### config.mk
export PLATFORM = sky130hd
export DESIGN_NAME = uart_rx_fsm
export DESIGN_NICKNAME = d
export VERILOG_FILES = /design/src/rtl/uart_pkg.sv /design/src/rtl/uart_rx_sampler.sv /design/src/rtl/uart_rx_fsm.sv
export SDC_FILE = /design/constraint.sdc
export NUM_CORES = 1
export LEC_CHECK = 0
export CAP_MARGIN = 20
export CORE_UTILIZATION = 40
export DETAILED_ROUTE_END_ITERATION = 8
export DONT_BUFFER_PORTS = 1
export GPL_ROUTABILITY_DRIVEN = 0
export SYNTH_ARGS = -nofsm -noshare
export SYNTH_HDL_FRONTEND = slang
export SYNTH_SLANG_ARGS = --single-unit
### constraint.sdc
create_clock -name i_clk -period 7 [get_ports i_clk]
set_clock_uncertainty 0.2 [all_clocks]
set_input_delay 1.4 -clock i_clk [delete_from_list [all_inputs] [get_ports i_clk]]
set_output_delay 1.4 -clock i_clk [all_outputs]
set_load 0.01 [all_outputs]
### src/rtl/uart_pkg.sv
// ---------------------------------------------------------------------------
// uart_pkg
// Shared definitions for the UART transmit and receive paths.
//   rx_state_t      : receiver FSM state encoding
//   PAR_EVEN/PAR_ODD: values of the parity-type select input
//   expected_parity : parity bit a correct frame carries for a given data XOR
// ---------------------------------------------------------------------------
package uart_pkg;

    typedef enum logic [2:0] {
        IDLE,
        START,
        DATA,
        PARITY,
        STOP
    } rx_state_t;

    localparam logic PAR_EVEN = 1'b0;
    localparam logic PAR_ODD  = 1'b1;

    // Even parity sends the XOR of the data bits; odd parity sends its inverse.
    function automatic logic expected_parity(input logic data_xor, input logic par_typ);
        logic result;
        case (par_typ)
            PAR_EVEN: result = data_xor;
            PAR_ODD:  result = ~data_xor;
        endcase
        return result;
    endfunction

endpackage

### src/rtl/uart_rx_sampler.sv
// ---------------------------------------------------------------------------
// uart_rx_sampler
// Bit-period timing and noise-tolerant sampling for the UART receiver.
// Ports:
//   i_clk, i_rst      : clock, synchronous active-high reset
//   i_enable          : high while a frame is being received; low holds the
//                       edge counter at zero so a frame starts at edge 0
//   i_rx_in           : synchronized serial line
//   i_prescale        : latched clocks-per-bit (even, 8..32)
//   o_sampled_bit     : majority vote of the three mid-bit samples
//   o_sample_done     : one-cycle pulse on the cycle o_sampled_bit is fresh
//   o_bit_end         : high on the last clock of the current bit period
// ---------------------------------------------------------------------------
module uart_rx_sampler
    import uart_pkg::*;
#(
    parameter int PRESCALE_WIDTH = 6
) (
    input  logic                      i_clk,
    input  logic                      i_rst,
    input  logic                      i_enable,
    input  logic                      i_rx_in,
    input  logic [PRESCALE_WIDTH-1:0] i_prescale,
    output logic                      o_sampled_bit,
    output logic                      o_sample_done,
    output logic                      o_bit_end
);

    localparam logic [PRESCALE_WIDTH-1:0] ONE = PRESCALE_WIDTH'(1);
    localparam logic [PRESCALE_WIDTH-1:0] TWO = PRESCALE_WIDTH'(2);

    logic [PRESCALE_WIDTH-1:0] edge_cnt;
    logic [PRESCALE_WIDTH-1:0] half;
    logic                      tap0;
    logic                      tap1;
    logic                      tap2;
    logic                      vote;

    assign half      = i_prescale >> 1;
    assign o_bit_end = i_enable && (edge_cnt == i_prescale - ONE);
    assign vote      = (tap0 & tap1) | (tap0 & tap2) | (tap1 & tap2);

    // Edge counter plus three taps straddling mid-bit; the vote is registered
    // one clock after the last tap so it never sees a half-updated tap set.
    always_ff @(posedge i_clk) begin
        if (i_rst) begin
            edge_cnt      <= '0;
            tap0          <= 1'b1;
            tap1          <= 1'b1;
            tap2          <= 1'b1;
            o_sampled_bit <= 1'b1;
            o_sample_done <= 1'b0;
        end else begin
            o_sample_done <= 1'b0;
            if (!i_enable) begin
                edge_cnt <= '0;
            end else begin
                edge_cnt <= o_bit_end ? '0 : edge_cnt + ONE;
                if (edge_cnt == half - ONE) begin
                    tap0 <= i_rx_in;
                end
                if (edge_cnt == half) begin
                    tap1 <= i_rx_in;
                end
                if (edge_cnt == half + ONE) begin
                    tap2 <= i_rx_in;
                end
                if (edge_cnt == half + TWO) begin
                    o_sampled_bit <= vote;
                    o_sample_done <= 1'b1;
                end
            end
        end
    end

endmodule

### src/rtl/uart_rx_fsm.sv
// ---------------------------------------------------------------------------
// uart_rx_fsm
// UART receiver: start, DATA_WIDTH data bits LSB first, optional parity, stop.
// Ports:
//   i_clk, i_rst   : clock, synchronous active-high reset
//   i_rx_in        : synchronized serial line, idle high
//   i_prescale     : clocks per bit (even, 8..32), latched at frame start
//   i_par_en       : frame carries a parity bit, latched at frame start
//   i_par_typ      : 0 even / 1 odd parity, latched at frame start
//   o_data         : last good byte, held until the next good frame
//   o_data_valid   : one-cycle pulse when o_data updates
//   o_par_err      : one-cycle pulse at frame end on parity mismatch
//   o_stop_err     : one-cycle pulse at frame end when the stop bit was 0
// ---------------------------------------------------------------------------
module uart_rx_fsm
    import uart_pkg::*;
#(
    parameter int DATA_WIDTH     = 8,
    parameter int PRESCALE_WIDTH = 6
) (
    input  logic                      i_clk,
    input  logic                      i_rst,
    input  logic                      i_rx_in,
    input  logic [PRESCALE_WIDTH-1:0] i_prescale,
    input  logic                      i_par_en,
    input  logic                      i_par_typ,
    output logic [DATA_WIDTH-1:0]     o_data,
    output logic                      o_data_valid,
    output logic                      o_par_err,
    output logic                      o_stop_err
);

    localparam int BIT_CNT_WIDTH = (DATA_WIDTH > 1) ? $clog2(DATA_WIDTH) : 1;
    localparam logic [BIT_CNT_WIDTH-1:0] LAST_BIT = BIT_CNT_WIDTH'(DATA_WIDTH - 1);

    rx_state_t                 state;
    rx_state_t                 next_state;
    logic [PRESCALE_WIDTH-1:0] prescale_q;
    logic                      par_en_q;
    logic                      par_typ_q;
    logic [BIT_CNT_WIDTH-1:0]  bit_cnt;
    logic [DATA_WIDTH-1:0]     shift_reg;
    logic                      par_fail;
    logic                      stop_fail;
    logic                      sampled_bit;
    logic                      sample_done;
    logic                      bit_end;
    logic                      sampler_en;
    logic                      stop_bad;

    assign sampler_en = (state != IDLE);

    // At P=8 the stop-bit vote lands on the same clock as the bit end, so the
    // fresh vote is folded in alongside the already-registered flag.
    assign stop_bad = stop_fail || (sample_done && !sampled_bit);

    uart_rx_sampler #(
        .PRESCALE_WIDTH(PRESCALE_WIDTH)
    ) u_sampler (
        .i_clk        (i_clk),
        .i_rst        (i_rst),
        .i_enable     (sampler_en),
        .i_rx_in      (i_rx_in),
        .i_prescale   (prescale_q),
        .o_sampled_bit(sampled_bit),
        .o_sample_done(sample_done),
        .o_bit_end    (bit_end)
    );

    always_ff @(posedge i_clk) begin
        if (i_rst) begin
            state <= IDLE;
        end else begin
            state <= next_state;
        end
    end

    // A start bit that votes high was a glitch and is dropped silently.
    always_comb begin
        next_state = state;
        case (state)
            IDLE:    if (!i_rx_in) next_state = START;
            START:   if (bit_end)  next_state = sampled_bit ? IDLE : DATA;
            DATA:    if (bit_end && (bit_cnt == LAST_BIT)) next_state = par_en_q ? PARITY : STOP;
            PARITY:  if (bit_end)  next_state = STOP;
            STOP:    if (bit_end)  next_state = IDLE;
            default: next_state = IDLE;
        endcase
    end

    // Frame datapath: config capture, shift register, error flags and the
    // end-of-frame result pulses.
    always_ff @(posedge i_clk) begin
        if (i_rst) begin
            prescale_q   <= '0;
            par_en_q     <= 1'b0;
            par_typ_q    <= 1'b0;
            bit_cnt      <= '0;
            shift_reg    <= '0;
            par_fail     <= 1'b0;
            stop_fail    <= 1'b0;
            o_data       <= '0;
            o_data_valid <= 1'b0;
            o_par_err    <= 1'b0;
            o_stop_err   <= 1'b0;
        end else begin
            o_data_valid <= 1'b0;
            o_par_err    <= 1'b0;
            o_stop_err   <= 1'b0;
            case (state)
                IDLE: begin
                    if (!i_rx_in) begin
                        prescale_q <= i_prescale;
                        par_en_q   <= i_par_en;
                        par_typ_q  <= i_par_typ;
                        bit_cnt    <= '0;
                        par_fail   <= 1'b0;
                        stop_fail  <= 1'b0;
                    end
                end
                DATA: begin
                    if (sample_done) begin
                        shift_reg[bit_cnt] <= sampled_bit;
                    end
                    if (bit_end) begin
                        bit_cnt <= (bit_cnt == LAST_BIT) ? '0 : bit_cnt + 1'b1;
                    end
                end
                PARITY: begin
                    if (sample_done && (sampled_bit != expected_parity(^shift_reg, par_typ_q))) begin
                        par_fail <= 1'b1;
                    end
                end
                STOP: begin
                    if (sample_done && !sampled_bit) begin
                        stop_fail <= 1'b1;
                    end
                    if (bit_end) begin
                        if (par_fail || stop_bad) begin
                            o_par_err  <= par_fail;
                            o_stop_err <= stop_bad;
                        end else begin
                            o_data       <= shift_reg;
                            o_data_valid <= 1'b1;
                        end
                    end
                end
                default: begin
                end
            endcase
        end
    end

endmodule

Word-level counts from Yosys, hierarchy flattened
Cells that the tools add are included.
{"block": "word_totals", "ff_bits": 46, "out_inout_bits": 11, "wordCells": 111}
{"block": "op_classes", "n_addsub": 6, "magnitude_cmp": 2, "n_eq_ne": 19, "n_mux": 25, "bitwise": 12, "reduce_logical": 29}
{"op": "two-way mux 3 bit", "n": 9}
{"op": "equality test 6 bit", "n": 4}
{"op": "inequality test 2 bit (second input constant)", "n": 8}
{"op": "case mux 3 bit (5 select lines)", "n": 1}
{"op": "AND reduction 2 bit", "n": 6}
{"op": "AND reduction 3 bit", "n": 4}
{"op": "bitwise mux 8 bit", "n": 1}
{"op": "two-way mux 1 bit", "n": 8}
{"op": "XOR reduction 8 bit", "n": 1}
{"op": "inverter 1 bit", "n": 7}
{"op": "adder 5 x 1 -> 6 bit (second input constant)", "n": 1}
{"op": "adder 5 x 2 -> 6 bit (second input constant)", "n": 1}
{"op": "adder 6 x 1 -> 6 bit (second input constant)", "n": 1}
{"op": "equality test 3 x 2 -> 1 bit (second input constant)", "n": 2}
{"op": "equality test 3 bit (second input constant)", "n": 2}
{"op": "equality test 6 x 5 -> 1 bit", "n": 1}
{"op": "case mux 1 bit (2 select lines)", "n": 3}
{"op": "case mux 3 bit (2 select lines)", "n": 1}
{"op": "nonzero test 2 bit", "n": 3}
{"op": "OR reduction 3 bit", "n": 2}
{"op": "subtractor 5 x 1 -> 6 bit (second input constant)", "n": 1}
{"op": "subtractor 6 x 1 -> 6 bit (second input constant)", "n": 1}
{"op": "logical AND 1 bit", "n": 5}
{"op": "AND reduction 5 bit", "n": 1}
{"op": "15 further kinds", "n": 19}

Longest topological paths before layout
{"block": "depth", "word_depth": 9, "ltp_mapped": 9, "mapped_depth_nobuf": 7}

By module
From an unflattened synthesis, not the netlist that was laid out.
{"block": "unflattened", "cells_unflattened": 305, "area_unflattened_um2": 2632.5}
{"module": "uart_rx_fsm", "instances": 1, "cells_per_inst": 173, "area_each_um2": 1581.5}
{"module": "uart_rx_sampler", "instances": 1, "cells_per_inst": 132, "area_each_um2": 1051.0}

Worst setup path after synthesis
OpenSTA, ideal clock, no wires.
{"block": "synth_timing", "kind": "input port to flip-flop", "start": "input i_rst", "end": "register shift_reg[0]", "setup_time_ns": 0.128, "arrival_time_ns": 2.164, "required_ns": 6.672, "path_slack_ns": 4.509, "cell_stages": 4, "n_path_buf": 3, "path_cell_list": "buf_2 clkbuf_1 clkbuf_1 nor2_1"}
{"item": "from (decl)", "line": "uart_rx_fsm.sv:22", "source": "input logic i_rst,"}
{"item": "to (signal, indexed assignment)", "line": "uart_rx_fsm.sv:123", "source": "shift_reg[bit_cnt] <= sampled_bit;"}
{"item": "to (decl)", "line": "uart_rx_fsm.sv:42", "source": "logic [DATA_WIDTH-1:0] shift_reg;"}
No word-level cell between the ends.

Worst setup path after layout
{"block": "layout_timing", "start": "register prescale_q[2]", "end": "register state[2]"}
{"block": "layout_between", "elab_chain_len": 6, "elab_cells_between_ends": 9, "classes_between": "add/sub: 1; eq/ne: 5; reduce/logical: 3"}
{"item": "from (decl)", "line": "uart_rx_fsm.sv:38", "source": "logic [PRESCALE_WIDTH-1:0] prescale_q;"}
{"item": "from (signal assigned)", "line": "uart_rx_fsm.sv:113", "source": "prescale_q <= i_prescale;"}
{"item": "subtractor 6 x 1 -> 6 bit *", "line": "uart_rx_sampler.sv:40", "source": "assign o_bit_end = i_enable && (edge_cnt == i_prescale - ONE);"}
{"item": "equality test 6 bit *", "line": "uart_rx_sampler.sv:40"}
{"item": "logical AND 1 bit *", "line": "uart_rx_sampler.sv:40"}
{"item": "logical AND 1 bit", "line": "uart_rx_fsm.sv:84", "source": "DATA: if (bit_end && (bit_cnt == LAST_BIT)) next_state = par_en_q ? PARITY : STOP;"}
{"item": "inequality test 2 bit (no line)"}
{"item": "AND reduction 5 bit (no line) *"}
{"item": "to (signal assigned)", "line": "uart_rx_fsm.sv:74", "source": "state <= next_state;"}
{"item": "to (decl)", "line": "uart_rx_fsm.sv:36", "source": "rx_state_t state;"}
Every way passes the cells marked *; elsewhere a longest branch is shown, timed or not.
A chain may end at the register's enable or synchronous reset.

==> flow_metrics.tcl <==
set metrics [dict create \
    post_synth_num_cell_types 55 \
    initial_core_util_pct 41.7 \
    grt_max_degree 45 \
    hp-class "register to register" \
    fp.dieH_um 83.8 \
    ys_seq_elements 46 \
    holdCritStartpoint "par_typ_q$_SDFFE_PP0P_" \
    p_leak_nw 1.02 \
    dp_hpwl_mm 4.21 \
    cp_num_buf_inv 1 \
    die-width_um 83.8 \
    postCtsSetupRepairBufs 0 \
    core_um2 6420 \
    setup_viol 0 \
    whs_path_depth 2 \
    syn_nets 338 \
    cts.clk_slew.worst_paths_ns 0.09 \
    antenna_found_initial 0 \
    num_io_pins 22 \
    synthesis.instances 317 \
    synth-edff-count 0 \
    clk_path_buf_depth 2 \
    syn_area_per_cell_um2 8.45 \
    grt_pass1_vias 1947 \
    cts.htree.levels 2 \
    grt_overflow 0 \
    finalWorstSetupSlack_ns 4.28 \
    cts_hold_buf 0 \
    reg2reg_to "state[2]$_SDFFE_PP0P_" \
    syn_area_um2 2680 \
    arrival_ns 2.71 \
    top_usage_layer "met1" \
    cts_tree "yes" \
    fin_crit_sh_pct 38.9 \
    via_count 2124 \
    cts.sinks 46 \
    cp_slowest_cell "dfxtp_1" \
    crit_family "simple AND/OR/NAND/NOR gates" \
    relSlewSlack_pct 54.7 \
    fin_crit_ns 2.72 \
    fin_area_um2 2790 \
    grt_pass1_wl_mm 9.86 \
    dieArea_um2 7020 \
    violations "design-rule violations" \
    drt_first_pass_iters 7 \
    holdPathEnd "par_typ_q$_SDFFE_PP0P_" \
    num_rows 29 \
    synth-seq-area-share_pct 34.4 \
    rrSetupSlack_ns 4.28 \
    report.final.slew_viol_count 0 \
    rr_startpoint "prescale_q[2]$_SDFFE_PP0P_" \
    gr-usage-met1_pct 26.3 \
    fillers 636 \
    syn_to_final_growth_pct 4.07 \
    ys_async_sr_fraction_pct 0 \
    cts_buffers 5 \
    tns_ns 0 \
    synthFlopType "dfxtp_1" \
    dpl_cell_area_um2 2670 \
    via_per_inst 5.59 \
    tightest_slew_ns 0.677 \
    root_buffer "clkbuf_8" \
    cap_violations 0 \
    start_kind "register" \
    wl_mm 5.83 \
    ir_drop_mv 0.107 \
    required_ns 6.99 \
    drc 2 \
    nets 324 \
    ctsResizeCount 0 \
    worstPathMaxFanout 13 \
    status "complete, but fails checks" \
    powerDensity_nw_per_um2 197 \
    max_freq_mhz 367 \
    clock_latency_ns 0.29 \
    rsz0062_at_grt "false" \
    grt_usage_pct 17.5 \
    hold_viol 0 \
    pre_cts_ws_ns 4.27 \
    endpoint_kind "register" \
    groute.layer.met2.usage_pct 25.3 \
    critical-path-max-stage-delay_ns 0.48 \
    grt_use_met3_pct 3.96 \
    dr.first_iter.drc_count 172 \
    wl_per_cell_um 15.3 \
    diodes 0 \
    ys_warn_count 0 \
    io_buffers 0 \
    final_antenna_net_count 0 \
    r2r_cells 7 \
    worstPathCellList "inv_1, ha_1, nor3b_2, a21boi_0, or2_1, and2_4, mux2_2" \
    critical_path_class "register to register" \
    layout-drive-gt1-share_pct 5.61 \
]
[cells by family (layout without fill, tap and decap cells)]
group                      count (synthesis)  count (layout)  synth area share, %
AOI/OAI and AO/OA                         52              52                 12.1
xor gates and xnor gates                  31              31                 10.7
adders and majority gates                 11              11                 5.05
buffers and inverters                     29              15                 4.86
DFF                                       46              46                 34.4
muxes                                     16              16                 6.03
and+or+nand+nor                          132             132                 26.9
[how the worst max path moves through the flow]
stage	end	startpoint	cells past startpoint	slack [ns]
floorplan	shift_reg[0]$_SDFFE_PP0P_	i_rst	4	4.51
global placement	bit_cnt[1]$_SDFFE_PP0P_	i_rx_in	4	4.37
detailed placement	state[2]$_SDFFE_PP0P_	prescale_q[2]$_SDFFE_PP0P_	7	4.27
CTS	state[2]$_SDFFE_PP0P_	prescale_q[2]$_SDFFE_PP0P_	7	4.25
global route	state[2]$_SDFFE_PP0P_	prescale_q[2]$_SDFFE_PP0P_	7	4.05
finish	state[2]$_SDFFE_PP0P_	prescale_q[2]$_SDFFE_PP0P_	7	4.28
[metal layers]
| metal | up-vias | part of all wire [%] |
|---|---|---|
| met2 | 45 | 43 |
| met3 | 4 | 5.1 |
| li1 | 1086 | - |
| met4 | 0 | 0.53 |
| met1 | 989 | 51 |
| met5 | - | 0 |
[cell usage after synthesis, types with 3 or more instances]
library cell | n | share of area [%]
dfxtp_1 | 46 | 34
nor2b_1 | 3 | 0.70
mux2i_1 | 15 | 5.6
o21ai_0 | 12 | 2.2
nor3b_1 | 4 | 1.1
nand3_1 | 8 | 1.5
nand2b_1 | 4 | 0.93
buf_2 | 8 | 1.5
a21oi_1 | 19 | 3.6
and2_1 | 3 | 0.70
nor3_1 | 3 | 0.56
clkbuf_1 | 11 | 1.5
a31oi_1 | 4 | 0.93
nor2_1 | 30 | 4.2
nand4_1 | 13 | 3.0
xnor2_1 | 24 | 7.9
inv_1 | 8 | 1.1
nand3b_1 | 3 | 0.84
xor2_1 | 6 | 2.0
ha_1 | 10 | 4.7
nor4_1 | 6 | 1.4
nand2_1 | 34 | 4.8
and3_1 | 6 | 1.4
[layout make-up]
type | count | area, um2 | share of cell area, %
clock buffers | 6 | 82.6 | 2.96
clock inverters | 1 | 30.0 | 1.08
inverters | 8 | 30.0 | 1.08
multi-input cells | 242 | 1630 | 58.4
flip-flops and latches | 46 | 921 | 33.0
well taps | 77 | 96.3 | 3.46
[stage by stage]
step / std cells / power (mW) / hold slack (ns) / utilization, %
2_1_floorplan: 317 / 0.345 / 0.247 / -
3_3_place_gp: 373 / 0.354 / 0.272 / 41.6
3_5_place_dp: 373 / 0.355 / 0.270 / 41.6
4_1_cts: 380 / 0.553 / 0.281 / 43.4
5_1_grt: 380 / 0.575 / 0.310 / 43.4
6_report: 380 / 0.548 / 0.276 / 43.4
[power by group]
| part | switching (mW) | internal, mW |
|---|---|---|
| logic | 0.0398 | 0.0303 |
| clock network | 0.0837 | 0.114 |
| registers | 0.0124 | 0.267 |
| total | 0.136 | 0.412 |
[worst reg2reg max path: cells and delay by family, from the launching register on]
family	cells	cell delay, ns
mux	1	0.35
buf+inv	1	0.15
compound gates	1	0.28
flops	1	0.48
simple gates	3	0.91
fa+ha+maj	1	0.26
[layout by cell type (no fill, tap or decap), types with 2 or more instances in the layout]
cell type | netlist | routed
nor4_1 | 6 | 6
or3_1 | 2 | 2
a21boi_0 | 2 | 2
or3b_1 | 2 | 2
nand2_1 | 34 | 34
nand3_1 | 8 | 8
mux2i_1 | 15 | 15
nor3_1 | 3 | 3
nor2b_1 | 3 | 3
nand2b_1 | 4 | 4
o211ai_1 | 2 | 2
xnor2_1 | 24 | 24
clkbuf_8 | 0 | 6
o21ai_0 | 12 | 12
ha_1 | 10 | 10
and3_1 | 6 | 6
dfxtp_1 | 46 | 46
xor2_1 | 6 | 6
nand3b_1 | 3 | 3
a31oi_1 | 4 | 4
and2_1 | 3 | 3
nand4b_1 | 2 | 2
nor3b_1 | 4 | 4
nor2_1 | 30 | 30
nand4_1 | 13 | 13
a21oi_1 | 19 | 19
inv_1 | 8 | 8
Note: power is estimated with default switching activity, not from simulation.
